`src/rtl/i2c_pkg.sv`:
```
// Shared definitions for the EEPROM write/read-back sequencer: config word
// field positions, the R/W bit and the sequencer state encoding.
package i2c_pkg;

    localparam int CFG_W        = 24;
    localparam int CFG_DEV_MSB  = 23;
    localparam int CFG_DEV_LSB  = 16;
    localparam int CFG_ADDR_MSB = 15;
    localparam int CFG_ADDR_LSB = 8;
    localparam int CFG_DATA_MSB = 7;
    localparam int CFG_DATA_LSB = 0;
    localparam int CFG_RW_BIT   = 16;

    typedef enum logic [2:0] {
        S_IDLE,
        S_WR_REQ,
        S_WR_WAIT,
        S_WR_DELAY,
        S_RD_REQ,
        S_RD_WAIT,
        S_CHECK,
        S_FINISH
    } seq_state_t;

    function automatic logic [CFG_W-1:0] pack_cfg(input logic [7:0] dev,
                                                   input logic [7:0] addr,
                                                   input logic [7:0] data);
        logic [CFG_W-1:0] cfg;
        cfg = '0;
        cfg[CFG_DEV_MSB:CFG_DEV_LSB]   = dev;
        cfg[CFG_ADDR_MSB:CFG_ADDR_LSB] = addr;
        cfg[CFG_DATA_MSB:CFG_DATA_LSB] = data;
        return cfg;
    endfunction

endpackage

```
`src/rtl/i2c_seq_timer.sv`:
```
// Loadable down-counter that stops at zero; shared by the post-write delay
// and the per-transaction timeout.
module i2c_seq_timer #(
    parameter int W = 32
) (
    input  logic         clk,
    input  logic         rst_n,
    input  logic         load,
    input  logic [W-1:0] load_val,
    input  logic         en,
    output logic         zero
);

    logic [W-1:0] cnt_q;
    logic [W-1:0] cnt_d;

    always_comb begin
        cnt_d = cnt_q;
        if (load) begin
            cnt_d = load_val;
        end else if (en && (cnt_q != '0)) begin
            cnt_d = cnt_q - W'(1);
        end
    end

    always_ff @(posedge clk or negedge rst_n) begin
        if (!rst_n) begin
            cnt_q <= '0;
        end else begin
            cnt_q <= cnt_d;
        end
    end

    assign zero = (cnt_q == '0);

endmodule

```
`src/rtl/i2c_eeprom_seq.sv`:
```
// EEPROM self-test sequencer: writes an address-derived pattern to NUM_BYTES
// locations through an external I2C controller, reads them back and compares.
module i2c_eeprom_seq #(
    parameter logic [7:0] DEV_ADDR    = 8'hA0,
    parameter logic [7:0] START_ADDR  = 8'h00,
    parameter int         NUM_BYTES   = 16,
    parameter logic [7:0] PAT_XOR     = 8'h5A,
    parameter int         WR_WAIT_CYC = 250000,
    parameter int         TIMEOUT_CYC = 1000000
) (
    input  logic        clk,
    input  logic        rst_n,
    input  logic        start,
    output logic [23:0] i2c_config_data,
    output logic        i2c_start,
    input  logic        i2c_done,
    input  logic [7:0]  i2c_rd_data,
    output logic        busy,
    output logic        done,
    output logic        pass,
    output logic [7:0]  err_cnt,
    output logic [7:0]  err_addr,
    output logic        timeout
);
    import i2c_pkg::*;

    localparam logic [8:0]  LAST_IDX = 9'(NUM_BYTES - 1);
    localparam logic [31:0] WR_LOAD  = 32'(WR_WAIT_CYC - 1);
    localparam logic [31:0] TO_LOAD  = 32'(TIMEOUT_CYC - 1);

    seq_state_t  state_q, state_d;
    logic [8:0]  idx_q, idx_d;
    logic [7:0]  rd_q, rd_d;
    logic [7:0]  err_cnt_q, err_cnt_d;
    logic [7:0]  err_addr_q, err_addr_d;
    logic        pass_q, pass_d;
    logic        timeout_q, timeout_d;
    logic        busy_q, busy_d;
    logic        done_q, done_d;
    logic        i2c_start_q, i2c_start_d;
    logic [23:0] cfg_q, cfg_d;

    logic        tmr_load;
    logic [31:0] tmr_val;
    logic        tmr_en;
    logic        tmr_zero;

    logic [7:0]  word_addr;
    logic [7:0]  exp_data;

    // 8-bit add wraps FF -> 00 naturally
    assign word_addr = START_ADDR + idx_q[7:0];
    assign exp_data  = word_addr ^ PAT_XOR;

    i2c_seq_timer #(
        .W(32)
    ) u_timer (
        .clk      (clk),
        .rst_n    (rst_n),
        .load     (tmr_load),
        .load_val (tmr_val),
        .en       (tmr_en),
        .zero     (tmr_zero)
    );

    always_comb begin
        state_d     = state_q;
        idx_d       = idx_q;
        rd_d        = rd_q;
        err_cnt_d   = err_cnt_q;
        err_addr_d  = err_addr_q;
        pass_d      = pass_q;
        timeout_d   = timeout_q;
        busy_d      = busy_q;
        done_d      = 1'b0;
        i2c_start_d = 1'b0;
        cfg_d       = cfg_q;
        tmr_load    = 1'b0;
        tmr_val     = TO_LOAD;
        tmr_en      = 1'b0;

        case (state_q)
            S_IDLE: begin
                if (start) begin
                    state_d    = S_WR_REQ;
                    idx_d      = '0;
                    err_cnt_d  = '0;
                    err_addr_d = '0;
                    pass_d     = 1'b0;
                    timeout_d  = 1'b0;
                    busy_d     = 1'b1;
                end
            end
            S_WR_REQ: begin
                cfg_d             = pack_cfg(DEV_ADDR, word_addr, exp_data);
                cfg_d[CFG_RW_BIT] = 1'b0;
                i2c_start_d       = 1'b1;
                tmr_load          = 1'b1;
                tmr_val           = TO_LOAD;
                state_d           = S_WR_WAIT;
            end
            S_WR_WAIT: begin
                // done wins over a timeout expiring in the same cycle
                if (i2c_done) begin
                    tmr_load = 1'b1;
                    tmr_val  = WR_LOAD;
                    state_d  = S_WR_DELAY;
                end else if (tmr_zero) begin
                    timeout_d = 1'b1;
                    state_d   = S_FINISH;
                end else begin
                    tmr_en = 1'b1;
                end
            end
            S_WR_DELAY: begin
                if (tmr_zero) begin
                    if (idx_q == LAST_IDX) begin
                        idx_d   = '0;
                        state_d = S_RD_REQ;
                    end else begin
                        idx_d   = idx_q + 9'd1;
                        state_d = S_WR_REQ;
                    end
                end else begin
                    tmr_en = 1'b1;
                end
            end
            S_RD_REQ: begin
                cfg_d             = pack_cfg(DEV_ADDR, word_addr, 8'h00);
                cfg_d[CFG_RW_BIT] = 1'b1;
                i2c_start_d       = 1'b1;
                tmr_load          = 1'b1;
                tmr_val           = TO_LOAD;
                state_d           = S_RD_WAIT;
            end
            S_RD_WAIT: begin
                if (i2c_done) begin
                    rd_d    = i2c_rd_data;
                    state_d = S_CHECK;
                end else if (tmr_zero) begin
                    timeout_d = 1'b1;
                    state_d   = S_FINISH;
                end else begin
                    tmr_en = 1'b1;
                end
            end
            S_CHECK: begin
                if (rd_q != exp_data) begin
                    if (err_cnt_q != 8'hFF) begin
                        err_cnt_d = err_cnt_q + 8'd1;
                    end
                    if (err_cnt_q == 8'd0) begin
                        err_addr_d = word_addr;
                    end
                end
                if (idx_q == LAST_IDX) begin
                    state_d = S_FINISH;
                end else begin
                    idx_d   = idx_q + 9'd1;
                    state_d = S_RD_REQ;
                end
            end
            S_FINISH: begin
                state_d = S_IDLE;
            end
            default: begin
                state_d = S_IDLE;
            end
        endcase

        // Result flags are registered on entry so they coincide with the FINISH cycle
        if (state_d == S_FINISH) begin
            done_d = 1'b1;
            busy_d = 1'b0;
            pass_d = (err_cnt_d == 8'd0) && !timeout_d;
        end
    end

    always_ff @(posedge clk or negedge rst_n) begin
        if (!rst_n) begin
            state_q     <= S_IDLE;
            idx_q       <= '0;
            rd_q        <= '0;
            err_cnt_q   <= '0;
            err_addr_q  <= '0;
            pass_q      <= 1'b0;
            timeout_q   <= 1'b0;
            busy_q      <= 1'b0;
            done_q      <= 1'b0;
            i2c_start_q <= 1'b0;
            cfg_q       <= '0;
        end else begin
            state_q     <= state_d;
            idx_q       <= idx_d;
            rd_q        <= rd_d;
            err_cnt_q   <= err_cnt_d;
            err_addr_q  <= err_addr_d;
            pass_q      <= pass_d;
            timeout_q   <= timeout_d;
            busy_q      <= busy_d;
            done_q      <= done_d;
            i2c_start_q <= i2c_start_d;
            cfg_q       <= cfg_d;
        end
    end

    assign i2c_config_data = cfg_q;
    assign i2c_start       = i2c_start_q;
    assign busy            = busy_q;
    assign done            = done_q;
    assign pass            = pass_q;
    assign err_cnt         = err_cnt_q;
    assign err_addr        = err_addr_q;
    assign timeout         = timeout_q;

endmodule
```
`config.mk`:
```
export PLATFORM = sky130hd
export DESIGN_NAME = i2c_eeprom_seq
export DESIGN_NICKNAME = d
export VERILOG_FILES = /design/src/rtl/i2c_pkg.sv /design/src/rtl/i2c_seq_timer.sv /design/src/rtl/i2c_eeprom_seq.sv
export SDC_FILE = /design/constraint.sdc
export NUM_CORES = 1
export LEC_CHECK = 0
export BUFFER_PORTS_ARGS = -buffer_cell sky130_fd_sc_hd__buf_2
export CORE_UTILIZATION = 45
export DETAILED_ROUTE_END_ITERATION = 10
export GPL_ROUTABILITY_DRIVEN = 1
export PLACE_DENSITY_LB_ADDON = 0.2
export SETUP_SLACK_MARGIN = 0.1
export SLEW_MARGIN = 20
export SYNTH_ARGS = -nofsm -noshare
export SYNTH_HDL_FRONTEND = slang
export SYNTH_SLANG_ARGS = --single-unit
```
`constraint.sdc`:
```
create_clock -name clk -period 5.4 [get_ports clk]
set_clock_uncertainty 0.1 [all_clocks]
set_input_delay 0 -clock clk [delete_from_list [all_inputs] [get_ports clk]]
set_output_delay 0 -clock clk [all_outputs]
set_load 0.01 [all_outputs]
```
; Word-level counts from Yosys, hierarchy flattened
; Cells that the tools add are included.
[classes]
addsub = 3
mul = 0
div_mod_pow = 0
magnitude_cmp = 0
n_eq_ne = 16
shift = 0
n_mux = 43
n_bitwise = 1
reduce_logical = 20
[ops]
columns = op, count
row1 = 32-bit two-way mux, 2
row2 = 8-bit two-way mux, 6
row3 = 24-bit case mux with 2 select lines, 1
row4 = 20-bit two-way mux, 2
row5 = 9-bit two-way mux, 4
row6 = 32-bit zero test, 1
row7 = 8-bit case mux with 2 select lines, 2
row8 = 32-bit nonzero test, 1
row9 = 32-bit by 1-bit subtractor with 32-bit output (second input constant), 1
row10 = 9-bit case mux with 3 select lines, 1
row11 = 3-bit case mux with 8 select lines, 1
row12 = 3-bit two-way mux, 6
row13 = 8-bit zero test, 2
row14 = 3-bit == test (second input constant), 5
row15 = 1-bit two-way mux, 14
row16 = 2-bit inequality test (second input constant), 5
row17 = 2-bit nonzero test, 5
row18 = 9-bit by 1-bit adder with 9-bit output (second input constant), 1
row19 = 9-bit by 4-bit == test with 1-bit output (second input constant), 1
row20 = 8-bit by 1-bit adder with 8-bit output (second input constant), 1
row21 = 8-bit inequality test, 1
row22 = 8-bit inequality test (second input constant), 1
row23 = 4-bit AND reduction, 2
row24 = 3-bit by 2-bit == test with 1-bit output (second input constant), 2
row25 = other kinds (10), 15
[totals]
ff_bits = 97
latch_bits = 0
ramBits = 0
romBits = 0
in_bits = 12
output_inout_bits = 45
word_cells = 95
mem_count = 0

; Longest topological paths before layout
; Gate-level depths: netlist of the first run.
[depth]
depth_word = 7
depth_mapped = 10
depth_no_buf = 9

; Modules after synthesis
; Synthesis of the first run repeated with hierarchy kept, for this count alone.
[hier_totals]
hier_cells = 538
area_unflattened_um2 = 5034.8
[by_module_without_submodules]
columns = module, instances, cells_per_inst, area_per_inst_um2, seq_area_each_um2
row1 = i2c_eeprom_seq, 1, 304, 2967.8, 1476.4
row2 = i2c_seq_timer, 1, 234, 2067.0, 800.8

; Worst setup path before layout of the first run
; Ideal clock, no wire load.
[synth_timing]
kind = register to register
from = reg u_timer.cnt_q[0]
to = reg pass_q, in the netlist pass
setup_time_ns = 0.120
arrival_ns = 2.195
t_required_ns = 5.180
setup_slack_ns = 2.984
stages_incl_launch_ff = 10
path_buffers = 0
synth_period_minus_slack_ns = 2.416
path_cell_list = dfrtp_1 inv_1 ha_1 nor3b_1 nand4_1 or3_4 a311oi_2 a31o_2 a311oi_1 a41o_1
[synth_between]
elab_chain_cells = 7
elab_cells_between_ends = 16
classes_between = eq/ne (1) / mux (9) / reduce/logical (6)
[synth_lines]
columns = item, line
row1 = from (decl), i2c_seq_timer.sv:14  ; logic [W-1:0] cnt_q;
row2 = from (signal assigned), i2c_seq_timer.sv:30  ; cnt_q <= cnt_d;
row3 = 32-bit zero test *, i2c_seq_timer.sv:34  ; assign zero = (cnt_q == '0);
row4 = 3-bit two-way mux, "i2c_eeprom_seq.sv:108, i2c_eeprom_seq.sv:140"
row5 = "3-bit two-way mux, on equally long branches", "i2c_eeprom_seq.sv:137, i2c_eeprom_seq.sv:104"
row6 = 3-bit case mux with 8 select lines *, i2c_eeprom_seq.sv:82  ; case (state_q)
row7 = via state_d[1], i2c_eeprom_seq.sv:31  ; seq_state_t state_q, state_d;
row8 = 3-bit == test *, i2c_eeprom_seq.sv:172  ; if (state_d == S_FINISH) begin
row9 = 2-bit nonzero test (no line), -
row10 = 2-bit AND reduction (no line), -
row11 = to (signal assigned), i2c_eeprom_seq.sv:198  ; pass_q <= pass_d;
row12 = to (decl), i2c_eeprom_seq.sv:36  ; logic pass_q, pass_d;
; The timed path passes the listed nets; every way through them passes the cells marked *.
; A chain may end at the register's enable or synchronous reset.

; Worst setup path in the final report of the first run
[layout_timing]
from = reg state_q[2]
to = reg u_timer.cnt_q[24]
[layout_between]
elab_chain_cells = 5
elab_cells_between_ends = 12
classes_between = eq/ne (5) / mux (3) / reduce/logical (4)
[layout_lines]
columns = item, line
row1 = from (decl), i2c_eeprom_seq.sv:31
row2 = from (signal assigned), i2c_eeprom_seq.sv:193  ; state_q <= state_d;
row3 = 3-bit == test or 3-bit by 2-bit == test with 1-bit output (tied branches), i2c_eeprom_seq.sv:82
row4 = 2-bit OR reduction (no line), -
row5 = 1-bit case mux with 2 select lines, i2c_eeprom_seq.sv:82
row6 = 1-bit logical AND, i2c_seq_timer.sv:21  ; end else if (en && (cnt_q != '0)) begin
row7 = 2-bit nonzero test (no line), -
; Parallel ways exist; a longest one is shown, timed or not.

==> results.toml, run 1 <==
[synth]
ys_ff_latch = 91
synthMuxAreaShare = 0.0191
synth_top_area_frac = 0.483
netlist_instances = 517
synth_top_family_by_area = "simple AND/OR/NAND/NOR gates"
synth_flop_cell = "dfrtp_1"
synth_seq_area_share = 0.483
synth_edf_count = 0
synth.distinct_cells = 64
synthesis.area_um2 = 4710
synthArstFlopShare = 1.00
syn_area_per_cell_um2 = 9.11
synth_commonest_cells = "91 x dfrtp_1, 76 x nand2_1, 54 x nor2_1"
synthXorXnorAreaFrac = 0.0446
synth_fa_ha_area_frac = 0.0106
synth_top_cell_by_area = "dfrtp_1"
synth_warnings = 0
synth-compound-area-share = 0.147
synth.area.top_cells = "dfrtp_1 48%, nand2_1 6.1%, nor2_1 4.3%, o21ai_0 4.1%, xnor2_1 2.4%"
yosys.cell_count.top_type = "dfrtp_1"
synthSimpleGateAreaFrac = 0.241

[pwr]
switching_share = 0.265
p_sw_mw = 0.384
powerDensity_nw_per_um2 = 272
p_seq_frac = 0.538
peakVddDrop_mv = 0.143
pwr-share-clk = 0.352
p_int_mw = 1.07
power.share.combinational = 0.110
p_leak_nw = 2.47

[placement]
io_buffers = 51
place_congestion = 0.835
dp_cells = 673
dpl_cell_area_um2 = 4990
pre_cts_slack_ps = 2250
hpwlAfterDp_um = 7580

[drt]
dr.first_iter.drc_count = 283
routed-via-count = 3990
viasPerCell = 5.70
wl_per_cell_um = 15.8
firstDrtPassIters = 7
wirelength_um = 11000
drcViolationCount = 0
antenna_left = 0

[clocking]
cts_buffers = 9
cts_tree = "done"
cts_sinks = 91
cts-root-buf = "clkbuf_8"
clk_latency_ps = 360
htreeDepth = 3
clockBufferDepth = 2
clkTransAtPathRegs_ps = 90
cts_setup_buffers = 0

[timing]
period_minus_slack_ps = 3290
fmax_mhz = 304
setup-violations-final = 0
tns_ps = 0
timing.final.crit_share = 0.609
setup_slack_ps = 2110
grt_setup_unrepaired = "no"
drv_slew = 0
slew-limit-headroom = 0.448
tightestPinTransition_ps = 822
finalHoldViolCount = 0

[min_path]
min_path_type = "in -> async"

[global_routing]
grt_overflow_total = 0
antenna_found_initial = 0
grt_pass1_vias = 3665
grt_max_degree = 57
grt_usage = 0.209
grt_pass1_wl_um = 18100

[floorplan]
start_util = 0.473
die_area_um2 = 10900
rows = 36
die_w_um = 104
ios = 57
coreArea_um2 = 9950
die_h_um = 104

[worst_setup_path]
cp.arrival_ps = 3410
r2r-start = "state_q[2]$_DFF_PN0_"
reg2reg_to = "u_timer.cnt_q[24]$_DFFE_PN0P_"
regToRegSetupSlack_ps = 2110
reg2reg_depth = 7
cp_max_fo = 26
crit_type = "reg -> reg"
critPathRequiredTime_ps = 5530
start_kind = "register"
end_kind = "register"

[final_layout]
fin_cells = 700
design_area_um2 = 5330
drive_gt1_frac = 0.162
layout.nets = 578
num_antenna_cells = 0
area_growth_pct = 13.2

[outcome]
status = "complete, no violations"

[flow_run]
maxCapViolCount = 0
worst max-delay path, stage by stage, from the launching register on:
cell and delay (ps):
dfrtp_1 840, nand2_1 160, o32ai_1 590, o31ai_4 320, nor3_1 710, nand4_1 200, xor2_1 170, nor2_1 50
layer usage:
| layer | part of all wire | track usage | vias to the layer above |
|---|---|---|---|
| met4 | 0.014 | 0.0765 | 0 |
| li1 | - | - | 1898 |
| met5 | 0 | 0 | - |
| met1 | 0.49 | 0.295 | 1963 |
| met3 | 0.048 | 0.0420 | 12 |
| met2 | 0.45 | 0.318 | 117 |
registers in the layout, indices dropped and copies added, names as in the netlist:
name and flops:
done 1, pass 1, u_timer.cnt_q 32, idx_q 9, rd_q 8, err_addr 8
busy 1, err_cnt 8, i2c_config_data 18, i2c_start 1, state_q 3, timeout 1
area by class of cell:
| type | count | area (µm²) |
|---|---|---|
| clock inverters | 4 | 73.8 |
| multi-input cells | 375 | 2210 |
| clock buffers | 12 | 145 |
| flip-flops and latches | 91 | 2280 |
| well taps | 133 | 166 |
| fillers | 931 | 4620 |
| repair buffers | 63 | 375 |
| inverters | 22 | 82.6 |
cells by family after synthesis:
kind of cell    count (synthesis)
compound gates                106
xor+xnor                       24
fa+ha+maj                       4
buf+inv                        55
flops                          91
mux                             8
other cells                     1
simple gates                  228
worst max path at each step:
stage	from	to	slack (ps)	cells after the start
after floorplan	u_timer.cnt_q[0]$_DFFE_PN0P_	pass$_DFFE_PN0P_	2980	9
after global placement	state_q[1]$_DFF_PN0_	pass$_DFFE_PN0P_	2320	6
after detailed placement	u_timer.cnt_q[0]$_DFFE_PN0P_	u_timer.cnt_q[24]$_DFFE_PN0P_	2250	9
after CTS	u_timer.cnt_q[0]$_DFFE_PN0P_	u_timer.cnt_q[24]$_DFFE_PN0P_	2200	9
after global routing	state_q[1]$_DFF_PN0_	pass$_DFFE_PN0P_	1930	6
final	state_q[2]$_DFF_PN0_	u_timer.cnt_q[24]$_DFFE_PN0P_	2110	7
power groups by stage:
| stage | clock, mW | combinational [mW] | sequential [mW] |
|---|---|---|---|
| 3_5_place_dp | 0 | 0.150 | 0.794 |
| 4_1_cts | 0.525 | 0.157 | 0.781 |
| 3_3_place_gp | 0 | 0.148 | 0.792 |
| 5_1_grt | 0.552 | 0.179 | 0.788 |
| 2_1_floorplan | 0 | 0.113 | 0.782 |
| 6_report | 0.511 | 0.160 | 0.781 |
repair_timing:
item / in CTS / in global routing
endpoints found under the hold margin: 46 / 0
hold buffers: 11 / 0
resized for setup: 0 / 0
cells in the final DEF (no fill, tap or decap), types with 3 or more instances in the layout:
master         netlist  routed
xor2_1              11      11
a311oi_1             3       3
xnor2_1             13      13
ha_1                 4       4
o41ai_1              3       3
dlygate4sd3_1        0      11
nand4_1              8       8
nor3_1              21      21
o21ai_1              3       3
clkbuf_8             0      10
a31oi_1              7       6
a22oi_1              4       4
o311ai_0             4       4
inv_1               22      22
o211ai_1             3       3
nor2_1              54      54
conb_1               1       5
a21oi_1             14      14
nand2b_1             3       3
dfrtp_1             91      91
a21o_1               3       3
o31ai_1              3       3
o21ai_0             39      39
nor4_1               8       8
buf_2                7      50
and3_1              11      11
nand3_1             21      21
mux2_2               8       8
nand2_1             76      76
through the flow:
step                      power (mW)   util  hold WS [ps]
after CTS                       1.46  0.534          51.4
after global routing            1.52  0.536          84.9
final                           1.45  0.536          46.4
after detailed placement       0.943  0.501          -111
after global placement         0.940  0.501          -112
after floorplan                0.895      -          -396
No activity file was read; power rests on OpenSTA's default activity.
==> run 2: changes to the inputs <==
==> constraint.sdc (replaced) <==
create_clock -name clk -period 2.84 [get_ports clk]
set_clock_uncertainty 0.1 [all_clocks]
set_input_delay 0 -clock clk [delete_from_list [all_inputs] [get_ports clk]]
set_output_delay 0 -clock clk [all_outputs]
set_load 0.01 [all_outputs]
==> results.toml, run 2 (same netlist as run 1, synthesis figures left out) <==
[final_layout]
drive_gt1_frac = 0.198
largest-register = "u_timer.cnt_q"
final_common_cell = "dfrtp_1"
fin_cells = 723
mostFrequentLayoutCells = "91 x dfrtp_1, 76 x nand2_1, 54 x nor2_1, 50 x buf_2, 39 x o21ai_0"
num_antenna_cells = 0
largest_reg_flops = 32
layout.nets = 601
area_growth_pct = 16.6
fillers = 886
design_area_um2 = 5490

[timing]
drv_slew = 0
timing.final.crit_share = 0.910
tns_ps = 0
setup-violations-final = 0
slew-limit-headroom = 0.500
whs_ps = 149
tightestPinTransition_ps = 744
finalHoldViolCount = 0
grt_setup_unrepaired = "no"
period_minus_slack_ps = 2590
fmax_mhz = 387

[worst_setup_path]
end_kind = "register"
r2r-start = "u_timer.cnt_q[0]$_DFFE_PN0P_"
slowest_delay_ps = 610
reg2reg_to = "u_timer.cnt_q[27]$_DFFE_PN0P_"
regToRegSetupSlack_ps = 250
slowest_stage = "or4_1"
start_kind = "register"
reg2reg_depth = 9
crit_type = "reg -> reg"
path_cells = "inv_1, ha_1, nor3b_2, nand4_1, o31ai_2, buf_4, or4_1, or3_1, a21oi_1"
critPathRequiredTime_ps = 3020
cp_max_fo = 18
cp.arrival_ps = 2770

[floorplan]
start_util = 0.473
rows = 36
coreArea_um2 = 9950
die_h_um = 104
ios = 57
die_area_um2 = 10900
die_w_um = 104

[pwr]
p_sw_mw = 0.761
p_seq_frac = 0.553
p_int_mw = 1.94
pwr-share-clk = 0.327
power.share.combinational = 0.119
switching_share = 0.282
p_leak_nw = 2.56
powerDensity_nw_per_um2 = 491
peakVddDrop_mv = 0.238
power_mw = 2.70

[clocking]
cts_tree = "done"
clk_latency_ps = 370
cts_buffers = 9
cts_sinks = 91
cts-root-buf = "clkbuf_8"
htreeDepth = 3
clkTransAtPathRegs_ps = 90
clockBufferDepth = 2
cts_setup_buffers = 0

[placement]
dpl_cell_area_um2 = 5170
place_congestion = 0.874
hpwlAfterDp_um = 7890
io_buffers = 51
dp_cells = 696

[global_routing]
grt_usage = 0.221
antenna_found_initial = 0
grt_pass1_wl_um = 19400
grt_max_degree = 60
grt_overflow_total = 0
grt_pass1_vias = 3917

[drt]
dr.first_iter.drc_count = 236
firstDrtPassIters = 5
wl_per_cell_um = 15.6
wirelength_um = 11300
antenna_left = 0
viasPerCell = 5.60
drcViolationCount = 0
routed-via-count = 4050

[min_path]
min_path_type = "in -> async"

[flow_run]
maxCapViolCount = 0

[outcome]
status = "complete, no violations"
-- run 2: critical path: cells and delay by family, from the launching register on --
kind | cells | cell delay (ps)
AOI/OAI and AO/OA | 2 | 220
buffers and inverters | 2 | 270
DFF | 1 | 380
and+or+nand+nor | 4 | 1300
adders and majority gates | 1 | 230
-- run 2: timing repair --
item | CTS | global route
endpoints found under the hold margin | 69 | 0
resized for setup | 0 | 3
endpoints found under the setup margin | 0 | 10
hold buffers | 11 | 0
-- run 2: cell type report --
class	instances	area (µm²)	share of cell area
flip-flops and latches	91	2280	0.414
multi-input cells	375	2210	0.403
clock buffers	10	128	0.0232
clock inverters	6	66.3	0.0121
repair buffers	86	561	0.102
well taps	133	166	0.0303
inverters	22	82.6	0.0150
-- run 2: power by group through the flow --
stage,Sequential [mW],Combinational [mW],Clock (mW)
finish,1.49,0.322,0.883
global placement,1.51,0.298,0
floorplan,1.49,0.215,0
global route,1.51,0.367,0.960
CTS,1.49,0.323,0.912
detailed placement,1.51,0.313,0
-- run 2: worst max path at each step --
stage / startpoint / to / slack, ps / depth (start not counted)
floorplan: u_timer.cnt_q[0]$_DFFE_PN0P_ / pass$_DFFE_PN0P_ / 420 / 9
global placement: state_q[2]$_DFF_PN0_ / u_timer.cnt_q[31]$_DFFE_PN0P_ / 360 / 8
detailed placement: u_timer.cnt_q[0]$_DFFE_PN0P_ / idx_q[7]$_DFFE_PN0P_ / 280 / 8
CTS: u_timer.cnt_q[0]$_DFFE_PN0P_ / idx_q[7]$_DFFE_PN0P_ / 260 / 8
global route: u_timer.cnt_q[0]$_DFFE_PN0P_ / u_timer.cnt_q[27]$_DFFE_PN0P_ / 90 / 9
finish: u_timer.cnt_q[0]$_DFFE_PN0P_ / u_timer.cnt_q[27]$_DFFE_PN0P_ / 250 / 9
-- run 2: stage by stage --
stage,util,setup slack [ps]
finish,0.552,255
global route,0.552,90.8
CTS,0.550,259
detailed placement,0.520,279
global placement,0.520,359
floorplan,-,424
-- run 2: per-layer routing --
metal / global-route usage / routed length (µm) / vias up
li1: - / - / 1948
met1: 0.317 / 5440 / 1969
met2: 0.336 / 5170 / 119
met3: 0.0388 / 519 / 14
met4: 0.0755 / 139 / 0
met5: 0 / 0 / -
